<file path="src/rtl/dram_sc_rep_pipe.sv">
`default_nettype none
// ============================================================================
// Module   : dram_sc_rep_pipe
// Brief    : DEPTH-stage pipelined repeater for the DRAM-to-L2 read-return
//            path. Payload flops load only on valid beats. Acks are staged
//            every cycle. An output-side checker flags bursts that arrive out
//            of order or with a changed request id.
// Options  : DRAM_REP_BEAT_CNT_EN adds saturating beat_cnt / mecc_cnt outputs.
// Revision : 1.0 - initial release
// ============================================================================
module dram_sc_rep_pipe #(
  parameter int DATA_W = 128,
  parameter int ECC_W  = 28,
  parameter int DEPTH  = 2,
  parameter int BEATS  = 4
) (
  input  logic                       rclk,
  input  logic                       arst,
  input  logic                       in_vld,
  input  logic [DATA_W-1:0]          in_data,
  input  logic [ECC_W-1:0]           in_ecc,
  input  logic [$clog2(BEATS)-1:0]   in_chunk_id,
  input  logic [2:0]                 in_req_id,
  input  logic                       in_secc_err,
  input  logic                       in_mecc_err,
  input  logic                       in_rd_ack,
  input  logic                       in_wr_ack,
  input  logic                       seq_err_clr,
  output logic                       out_vld,
  output logic [DATA_W-1:0]          out_data,
  output logic [ECC_W-1:0]           out_ecc,
  output logic [$clog2(BEATS)-1:0]   out_chunk_id,
  output logic [2:0]                 out_req_id,
  output logic                       out_secc_err,
  output logic                       out_mecc_err,
  output logic                       out_rd_ack,
  output logic                       out_wr_ack,
`ifdef DRAM_REP_BEAT_CNT_EN
  output logic [15:0]                beat_cnt,
  output logic [15:0]                mecc_cnt,
`endif
  output logic                       seq_err
);

  localparam int            CW   = $clog2(BEATS);
  localparam logic [CW-1:0] LAST = CW'(BEATS - 1);

  // Stage storage; index 0 is closest to the DRAM controller.
  logic              vld_q   [DEPTH];
  logic              rd_q    [DEPTH];
  logic              wr_q    [DEPTH];
  logic [DATA_W-1:0] data_q  [DEPTH];
  logic [ECC_W-1:0]  ecc_q   [DEPTH];
  logic [CW-1:0]     chunk_q [DEPTH];
  logic [2:0]        id_q    [DEPTH];
  logic              secc_q  [DEPTH];
  logic              mecc_q  [DEPTH];

  // Control path: valids and acks advance every cycle, ungated.
  always_ff @(posedge rclk or posedge arst) begin
    if (arst) begin
      for (int k = 0; k < DEPTH; k++) begin
        vld_q[k] <= 1'b0;
        rd_q[k]  <= 1'b0;
        wr_q[k]  <= 1'b0;
      end
    end else begin
      vld_q[0] <= in_vld;
      rd_q[0]  <= in_rd_ack;
      wr_q[0]  <= in_wr_ack;
      for (int k = 1; k < DEPTH; k++) begin
        vld_q[k] <= vld_q[k-1];
        rd_q[k]  <= rd_q[k-1];
        wr_q[k]  <= wr_q[k-1];
      end
    end
  end

  // Payload path: each stage loads only when the stage feeding it holds a valid beat.
  always_ff @(posedge rclk or posedge arst) begin
    if (arst) begin
      for (int k = 0; k < DEPTH; k++) begin
        data_q[k]  <= '0;
        ecc_q[k]   <= '0;
        chunk_q[k] <= '0;
        id_q[k]    <= '0;
        secc_q[k]  <= 1'b0;
        mecc_q[k]  <= 1'b0;
      end
    end else begin
      if (in_vld) begin
        data_q[0]  <= in_data;
        ecc_q[0]   <= in_ecc;
        chunk_q[0] <= in_chunk_id;
        id_q[0]    <= in_req_id;
        secc_q[0]  <= in_secc_err;
        mecc_q[0]  <= in_mecc_err;
      end
      for (int k = 1; k < DEPTH; k++) begin
        if (vld_q[k-1]) begin
          data_q[k]  <= data_q[k-1];
          ecc_q[k]   <= ecc_q[k-1];
          chunk_q[k] <= chunk_q[k-1];
          id_q[k]    <= id_q[k-1];
          secc_q[k]  <= secc_q[k-1];
          mecc_q[k]  <= mecc_q[k-1];
        end
      end
    end
  end

  assign out_vld      = vld_q[DEPTH-1];
  assign out_rd_ack   = rd_q[DEPTH-1];
  assign out_wr_ack   = wr_q[DEPTH-1];
  assign out_data     = data_q[DEPTH-1];
  assign out_ecc      = ecc_q[DEPTH-1];
  assign out_chunk_id = chunk_q[DEPTH-1];
  assign out_req_id   = id_q[DEPTH-1];
  // Error flags in the last stage may be stale while invalid; mask them.
  assign out_secc_err = secc_q[DEPTH-1] & vld_q[DEPTH-1];
  assign out_mecc_err = mecc_q[DEPTH-1] & vld_q[DEPTH-1];

  // ---------------------------------------------------------------------------
  // Burst-order checker on the output side
  // ---------------------------------------------------------------------------
  typedef enum logic [0:0] {
    IDLE  = 1'b0,
    BURST = 1'b1
  } state_t;

  state_t        state;
  logic [CW-1:0] exp_chunk;
  logic [2:0]    cap_id;
  logic          viol;

  // A violation is any output beat that does not continue the current burst.
  always_comb begin
    viol = 1'b0;
    if (out_vld) begin
      if (state == IDLE) viol = (out_chunk_id != '0);
      else               viol = (out_chunk_id != exp_chunk) || (out_req_id != cap_id);
    end
  end

  // Checker FSM with sticky error; a new violation outranks a clear.
  always_ff @(posedge rclk or posedge arst) begin
    if (arst) begin
      state     <= IDLE;
      exp_chunk <= '0;
      cap_id    <= '0;
      seq_err   <= 1'b0;
    end else begin
      if (viol)             seq_err <= 1'b1;
      else if (seq_err_clr) seq_err <= 1'b0;

      if (out_vld) begin
        case (state)
          IDLE: begin
            if (out_chunk_id == '0) begin
              cap_id    <= out_req_id;
              exp_chunk <= CW'(1);
              state     <= BURST;
            end
          end
          BURST: begin
            if (!viol) begin
              if (exp_chunk == LAST) begin
                state     <= IDLE;
                exp_chunk <= '0;
              end else begin
                exp_chunk <= exp_chunk + CW'(1);
              end
            end else if (out_chunk_id == '0) begin
              // Early chunk 0: abandon the old burst and track the new one.
              cap_id    <= out_req_id;
              exp_chunk <= CW'(1);
            end else begin
              state     <= IDLE;
              exp_chunk <= '0;
            end
          end
          default: begin
            state     <= IDLE;
            exp_chunk <= '0;
          end
        endcase
      end
    end
  end

`ifdef DRAM_REP_BEAT_CNT_EN
  // Saturating beat and multi-bit-error counters; clear outranks increment.
  always_ff @(posedge rclk or posedge arst) begin
    if (arst) begin
      beat_cnt <= '0;
      mecc_cnt <= '0;
    end else if (seq_err_clr) begin
      beat_cnt <= '0;
      mecc_cnt <= '0;
    end else begin
      if (out_vld && (beat_cnt != 16'hFFFF))      beat_cnt <= beat_cnt + 16'd1;
      if (out_mecc_err && (mecc_cnt != 16'hFFFF)) mecc_cnt <= mecc_cnt + 16'd1;
    end
  end
`endif

endmodule
`default_nettype wire

</file>
<file path="config.mk">
export PLATFORM = sky130hd
export DESIGN_NAME = dram_sc_rep_pipe
export DESIGN_NICKNAME = d
export VERILOG_FILES = /design/src/rtl/dram_sc_rep_pipe.sv
export SDC_FILE = /design/constraint.sdc
export NUM_CORES = 1
export LEC_CHECK = 0
export ABC_AREA = 1
export BUFFER_PORTS_ARGS = -buffer_cell sky130_fd_sc_hd__buf_2
export CAP_MARGIN = 20
export CORE_ASPECT_RATIO = 1.2
export CORE_UTILIZATION = 40
export CTS_BUF_LIST = sky130_fd_sc_hd__clkbuf_4
export DETAILED_ROUTE_END_ITERATION = 16
export HOLD_SLACK_MARGIN = 0.02
export PLACE_DENSITY = 0.68
export SLEW_MARGIN = 20
export SYNTH_ARGS = -nofsm -noshare
export SYNTH_HDL_FRONTEND = slang
export SYNTH_SLANG_ARGS = --single-unit
</file>
<file path="constraint.sdc">
create_clock -name rclk -period 22.9 [get_ports rclk]
set_input_delay 1.145 -clock rclk [delete_from_list [all_inputs] [get_ports rclk]]
set_output_delay 1.145 -clock rclk [all_outputs]
set_load 0.05 [all_outputs]
</file>
# Word-level counts from Yosys, hierarchy flattened
# Index checks and enable logic that the tools add are counted.
word_totals:
  register_bits: 339
  latch_bits: 0
  ramBits: 0
  rom_bits: 0
  in_bits: 169
  out_inout_bits: 167
  elab_cells: 53
  mem_count: 0
op_classes:
  n_addsub: 1
  n_mul: 0
  div: 0
  magnitude_cmp: 0
  n_eq_ne: 5
  shifts: 0
  n_mux: 16
  n_bitwise: 3
  n_reduce_logical: 6
ops:
  columns: ["operator", "count"]
  rows:
  - ["1-bit 2-to-1 mux", 8]
  - ["2-bit 2-to-1 mux", 3]
  - ["3-bit 2-to-1 mux", 2]
  - ["3-bit one-hot mux with 2 select lines", 1]
  - ["2-bit by 1-bit inequality test with 1-bit output (second input constant)", 2]
  - ["2-bit one-hot mux with 2 select lines", 1]
  - ["2-bit AND reduction", 2]
  - ["2-bit nonzero test", 2]
  - ["3-bit inequality test", 1]
  - ["2-bit by 1-bit adder with 2-bit output (second input constant)", 1]
  - ["1-bit AND", 2]
  - ["2-bit equality test (second input constant)", 1]
  - ["2-bit zero test", 1]
  - ["2-bit inequality test", 1]
  - ["1-bit one-hot mux with 2 select lines", 1]
  - ["1-bit logical OR", 1]
  - ["1-bit inverter", 1]

# Logic depth before layout (Yosys ltp)
# Gate-level depths: netlist of the first run.
logic_depth:
  depth_word: 6
  mapped_depth: 10
  ltp_nobuf: 10

# Least setup slack after synthesis of the first run
# Ideal clock, no wire load.
synth_path:
  kind: "register to output"
  start: "register vld_q (netlist bit out_vld)"
  end: "output port out_mecc_err"
  t_arrival_ns: 1.128
  required_ns: 21.755
  slack_ns: 20.627
  stages_incl_launch_ff: 3
  n_path_buf: 0
  cell_sequence: "dfrtp_1 -> nand2_1 -> inv_1"
synth_between:
  elab_chain_cells: 1
synth_lines:
  columns: ["item", "line", "text"]
  rows:
  - ["start: declaration", "49", "logic vld_q [DEPTH];"]
  - ["start signal: indexed assignment", "72", "vld_q[k] <= vld_q[k-1];"]
  - ["1-bit AND", "121", "assign out_mecc_err = mecc_q[DEPTH-1] & vld_q[DEPTH-1];"]
  - ["end: declaration", "35", "output logic out_mecc_err,"]
# Every way passes these cells.

==> results.py, run 1 <==
metrics = {
    "setup_path": {
        "reg2reg_to": "out_data[23]",
        "required_ns": 23.49,
        "crit_buf_inv": 2,
        "reg2reg_depth": 4,
        "critPathTopFamily": "buffers and inverters",
        "cp_slowest_stage_delay_ns": 0.87,
        "timing.rr.start": "vld_q[1]",
        "startpoint_type": "flop",
        "crit_arrival_ns": 3.49,
        "critPathSlowestCell": "buf_4",
        "cp_cell_sequence": "buf_4, buf_4, nor2_1, a21oi_1",
        "cp_max_fo": 103,
        "worst-setup-path-type": "flop to flop",
        "cp_common_cell": "buf_4",
        "r2r_slack_ns": 20.00,
        "setup.worst_path.end_class": "flop",
    },
    "pwr": {
        "vdd_drop_max_mv": 0.05461,
        "p_per_area_nw_per_um2": 94.18,
        "p_leak_nw": 8.008,
    },
    "sta": {
        "slew_violations": 0,
        "hold-worst-slack_ns": 0.3500,
        "worst_pin_slew_ns": 1.044,
        "skew_ns": 0.03434,
        "finalSetupTns_ns": 0,
        "period_minus_slack_ns": 2.896,
        "finalSetupViolations": 0,
        "post-route-period-util_pct": 12.65,
        "hold_viol": 0,
        "grt_setup_unrepaired": "no",
        "fmaxAchievable_ghz": 0.3453,
        "max_slew_margin_pct": 30.41,
    },
    "route": {
        "detail-route-antenna-nets": 0,
        "drt_iter0_markers": 496,
        "vias": 9585,
        "drc": 0,
        "via_per_inst": 4.431,
        "routed_wl_mm": 28.75,
        "drt_pre_antenna_iters": 5,
        "wl_per_cell_um": 13.29,
    },
    "min_path": {
        "min-delay-start": "wr_q[1]",
        "hold_class": "flop to flop",
        "hold_end": "out_wr_ack",
        "hold-path-cell-count": 0,
    },
    "yosys": {
        "synth-seq-area-share_pct": 61.65,
        "yosysWarnings": 0,
        "syn_avg_cell_area_sq_um": 9.536,
        "synth_cell_types": 20,
        "synthesis.area_sq_um": 13760,
        "synth_seq_cells": 339,
        "syn_inst": 1443,
        "syn_nets": 1613,
    },
    "floorplanning": {
        "die_h_um": 205.2,
        "dieArea_sq_um": 35150,
        "die_w_um": 171.3,
        "row_count": 74,
        "ios": 336,
        "initial_core_util_pct": 40.50,
        "core-area_sq_um": 33980,
    },
    "clock_tree": {
        "clockRootBuffer": "clkbuf_4",
        "clock_sinks": 339,
        "post_cts_buffers": 0,
        "cts.clk_slew.worst_paths_ns": 0.07,
        "tritoncts": "done",
        "cts_max_level": 3,
        "worstSkewPairLatency_ns": 0.71,
        "ctsResizeCount": 0,
        "numCtsBuffers": 88,
        "clockBufferDepth": 3,
        "cts_hold_buf": 0,
    },
    "place": {
        "io_buffers": 335,
        "routabilityCongestion": 0.7742,
        "hpwlAfterDp_mm": 18.64,
        "place_area_sq_um": 14560,
        "dp_cells": 2009,
    },
    "global_route": {
        "grt_overflow": 0,
        "grt.busiest_layer": "met2",
        "use_met2_pct": 26.35,
        "grt_pass1_vias": 9401,
        "track_usage_pct": 16.22,
        "grt_max_degree": 133,
        "grt_use_met3_pct": 5.520,
        "antenna_found_initial": 7,
        "grt_pass1_wl_mm": 45.39,
        "grtUsageMet1_pct": 18.79,
    },
    "cells_and_area": {
        "area_delta_synth_final_pct": 13.92,
        "final_cells": 2163,
        "drive_above_1_share_pct": 28.91,
        "layout_commonest_cell": "dfrtp_1",
        "design_area_sq_um": 15680,
        "n_fill_cell": 3299,
        "fin_nets": 1813,
        "final_cell_mix": "338 x dfrtp_1, 334 x buf_2, 190 x nand2_1",
    },
    "status": {
        "outcome": "complete, no violations",
    },
    "run": {
        "drv_cap": 0,
    },
}
## cells by family (layout without fill, tap and decap cells)
logic type / count (synthesis) / after routing / synth area share (%)
other cells: 0 / 5 / 0
simple gates: 362 / 362 / 10.07
buf+inv: 408 / 667 / 15.85
flops: 339 / 339 / 61.65
mux: 5 / 5 / 0.4091
compound gates: 328 / 328 / 11.94
fa+ha+maj: 1 / 1 / 0.09091
## per-layer routing
layer	wire length, um	share of wire (%)
met5	13	0.045
met4	988	3.4
met3	2179	7.6
met2	13910	48
met1	11650	41
## where the power goes
part	switching (mW)	internal, mW	leakage, nW
sequential	0.0300	0.661	4.00
combinational	0.210	0.0654	3.36
clock	0.234	0.276	0.650
total	0.474	1.00	8.01
## worst max path at each step
stage	start	endpoint	slack [ns]	depth (start not counted)
2_1_floorplan	arst	cap_id[0]	12.36	1
3_3_place_gp	arst	vld_q[1]	19.14	4
3_5_place_dp	arst	vld_q[1]	19.07	4
4_1_cts	arst	vld_q[1]	19.86	4
5_1_grt	arst	vld_q[1]	19.54	4
6_report	vld_q[1]	out_data[23]	20.00	4
## cell usage after synthesis, drive strengths merged
master,count,share of area (%)
inv,175,4.8
nor3,1,0.036
o21ai,168,6.1
mux2,5,0.41
clkbuf,19,0.52
nor2,166,4.6
buf,214,11
nand2,191,5.2
o22ai,1,0.045
a21oi,159,5.8
ha,1,0.091
dfrtp,339,62
nand3,4,0.18
## registers in the layout (all words and copies together) (netlist names), 3 cells and up
signal / cells
cap_id: 3
data_q: 128
ecc_q: 28
id_q: 3
out_data: 128
out_ecc: 28
out_req_id: 3
## final cells by class
class                      count  area [sq um]  area share (%)
tap                          456         570.5           3.640
multi-input combinational    696          3097           19.75
inverter                     175         664.4           4.238
clock inverter                22         146.4          0.9338
clock buffer                 127         953.4           6.082
antenna                        5         12.51         0.07981
sequential                   339          8487           54.14
timing repair buffer         343          1745           11.13
## stage by stage
stage	utilization [%]	power, mW	setup slack [ns]
after global placement	42.86	0.9740	19.14
after detailed placement	42.86	0.9808	19.07
after global routing	46.13	1.565	19.54
final	46.13	1.476	20.00
after CTS	46.10	1.505	19.86
after floorplan	-	0.9509	12.36
(Power assumes the default switching activity.)
==> run 2, diff against run 1 <==
Clock period 22.9 ns to 2.9 ns, I/O delays scaled along.
==> run 2 against run 1 <==
Compared with the run above:
- sequential power rose to 7.9 times the previous value
- power increased to 8.0 times the previous value
- sequential share of layout area is 5.9 points lower
- critical path depth shrank 1
- global-route usage is 2.1 points higher
- combinational power rose to 8.9 times the previous value
- wire length rose by 12%
- clock skew fell by 0.0069 ns
- final area increased by 12%
- critical endpoint is now out_mecc_err
- largest power group unchanged
- highest routed layer is now met4
==> results.py, run 2 (synthesized netlist as in run 1, its figures left out) <==
metrics = {
    "setup_path": {
        "crit_arrival_ns": 1.65,
        "startpoint_type": "flop",
        "worst-setup-path-type": "flop to output port",
        "setup.worst_path.end_class": "output port",
        "required_ns": 2.76,
        "cp_max_fo": 8,
    },
    "cells_and_area": {
        "design_area_sq_um": 17600,
        "area_delta_synth_final_pct": 27.89,
        "multi_input_area_sq_um": 3097,
        "final_cell_mix": "338 x dfrtp_1, 334 x buf_2, 190 x nand2_1",
        "seq_area_sq_um": 8487,
        "fin_nets": 1998,
        "n_fill_cell": 3033,
        "final_core_util_pct": 51.79,
        "drive_above_1_share_pct": 26.50,
        "layout_commonest_cell": "dfrtp_1",
    },
    "min_path": {
        "hold_class": "input port to flop",
    },
    "clock_tree": {
        "numCtsBuffers": 88,
        "cts.clk_slew.worst_paths_ns": 0.06,
        "post_cts_buffers": 0,
        "worstSkewPairLatency_ns": 0.69,
        "cts_max_level": 3,
        "clock_sinks": 339,
        "clockBufferDepth": 3,
        "clockRootBuffer": "clkbuf_4",
        "tritoncts": "done",
    },
    "sta": {
        "slew_violations": 0,
        "skew_ns": 0.02740,
        "hold-worst-slack_ns": 0.1979,
        "fmaxAchievable_ghz": 0.5573,
        "finalSetupTns_ns": 0,
        "grt_setup_unrepaired": "no",
        "post-route-period-util_pct": 61.87,
        "hold_viol": 0,
        "period_minus_slack_ns": 1.794,
        "max_slew_margin_pct": 47.71,
        "setup_slack_ns": 1.106,
        "finalSetupViolations": 0,
        "worst_pin_slew_ns": 0.7844,
    },
    "floorplanning": {
        "dieArea_sq_um": 35150,
        "core-area_sq_um": 33980,
        "ios": 336,
        "die_h_um": 205.2,
        "initial_core_util_pct": 40.50,
        "row_count": 74,
        "die_w_um": 171.3,
    },
    "pwr": {
        "p_leak_nw": 8.808,
        "switching_share_pct": 32.56,
        "clockPowerShare_pct": 32.9,
        "vdd_drop_max_mv": 0.3103,
        "sequentialPowerShare_pct": 46.3,
        "p_comb_share_pct": 20.8,
        "net-switching-power_mw": 3.832,
        "p_per_area_nw_per_um2": 668.6,
        "intPower_mw": 7.935,
    },
    "global_route": {
        "grt_pass1_wl_mm": 51.44,
        "grt_pass1_vias": 10990,
        "antenna_found_initial": 4,
        "track_usage_pct": 18.29,
        "grt_max_degree": 159,
        "grt_overflow": 0,
    },
    "route": {
        "via_per_inst": 4.536,
        "detail-route-antenna-nets": 0,
        "wl_per_cell_um": 13.74,
        "drt_pre_antenna_iters": 5,
        "vias": 10630,
        "drt_iter0_markers": 560,
        "drc": 0,
        "routed_wl_mm": 32.19,
    },
    "run": {
        "drv_cap": 0,
    },
    "place": {
        "routabilityCongestion": 0.7700,
        "pre_cts_ws_ns": 1.505,
        "io_buffers": 335,
        "hpwlAfterDp_mm": 19.03,
        "place_area_sq_um": 14780,
    },
    "status": {
        "outcome": "complete, no violations",
    },
}
## run 2: cell types whose count changed in the layout (fill, tap and decap cells not counted), sizes merged
cell         previous run  this run
clkinv                 19        14
dlygate4sd3             0       178
inv                   175       176
diode                   5         4
buf                   342       349
clkbuf                128       130
bufinv                  2         0
## run 2: metrics by stage
| stage | cells | power, mW |
|---|---|---|
| after floorplan | 1443 | 7.511 |
| after global placement | 2016 | 7.724 |
| after detailed placement | 2016 | 7.783 |
| after CTS | 2339 | 11.96 |
| after global routing | 2343 | 12.46 |
| final | 2343 | 11.77 |
## run 2: repair_timing
action                    in CTS  in global routing
gates resized for setup        0                  0
hold endpoints to repair     405                  0
hold buffers                 178                  0
## run 2: final cells by class
cell class                 instances  area share [%]
tap                              456           3.242
antenna                            4         0.05688
sequential                       339           48.23
multi-input combinational        696           17.60
timing repair buffer             528           21.27
inverter                         175           3.754
clock inverter                    16          0.3555
clock buffer                     129           5.503
## run 2: path summary, 6_finish.rpt
kind	startpoint	depth (start not counted)	end	slack (ns)
worst min-delay path	in_data[122]	4	data_q[250]	0.20
min in group asynchronous	arst	4	data_q[130]	0.65
worst max-delay path	out_vld	3	out_mecc_err	1.11
max in group asynchronous	arst	5	data_q[185]	1.30
worst min register to register	wr_q[1]	0	out_wr_ack	0.35
worst max register to register	vld_q[1]	3	out_data[48]	1.40
## run 2: layer usage
layer / up-vias / GRT usage (%) / wire length, um
li1: 5160 / - / -
met1: 4999 / 20.17 / 12560
met2: 374 / 30.50 / 15710
met3: 95 / 5.732 / 2360
met4: 0 / 11.61 / 1561
met5: - / 0 / 0
## run 2: power by group through the flow
stage                     sequential [mW]  combinational, mW  clock [mW]
after floorplan                      5.50               2.01           0
after global placement               5.51               2.21           0
after detailed placement             5.53               2.26           0
after CTS                            5.45               2.45        4.06
after global routing                 5.50               2.64        4.31
final                                5.45               2.45        3.87
## run 2: worst max-delay path, cell delays in order, from the launching register on
cell,delay [ns]
dfrtp_1,0.54
nand2_1,0.10
inv_1,0.07
buf_2,0.26
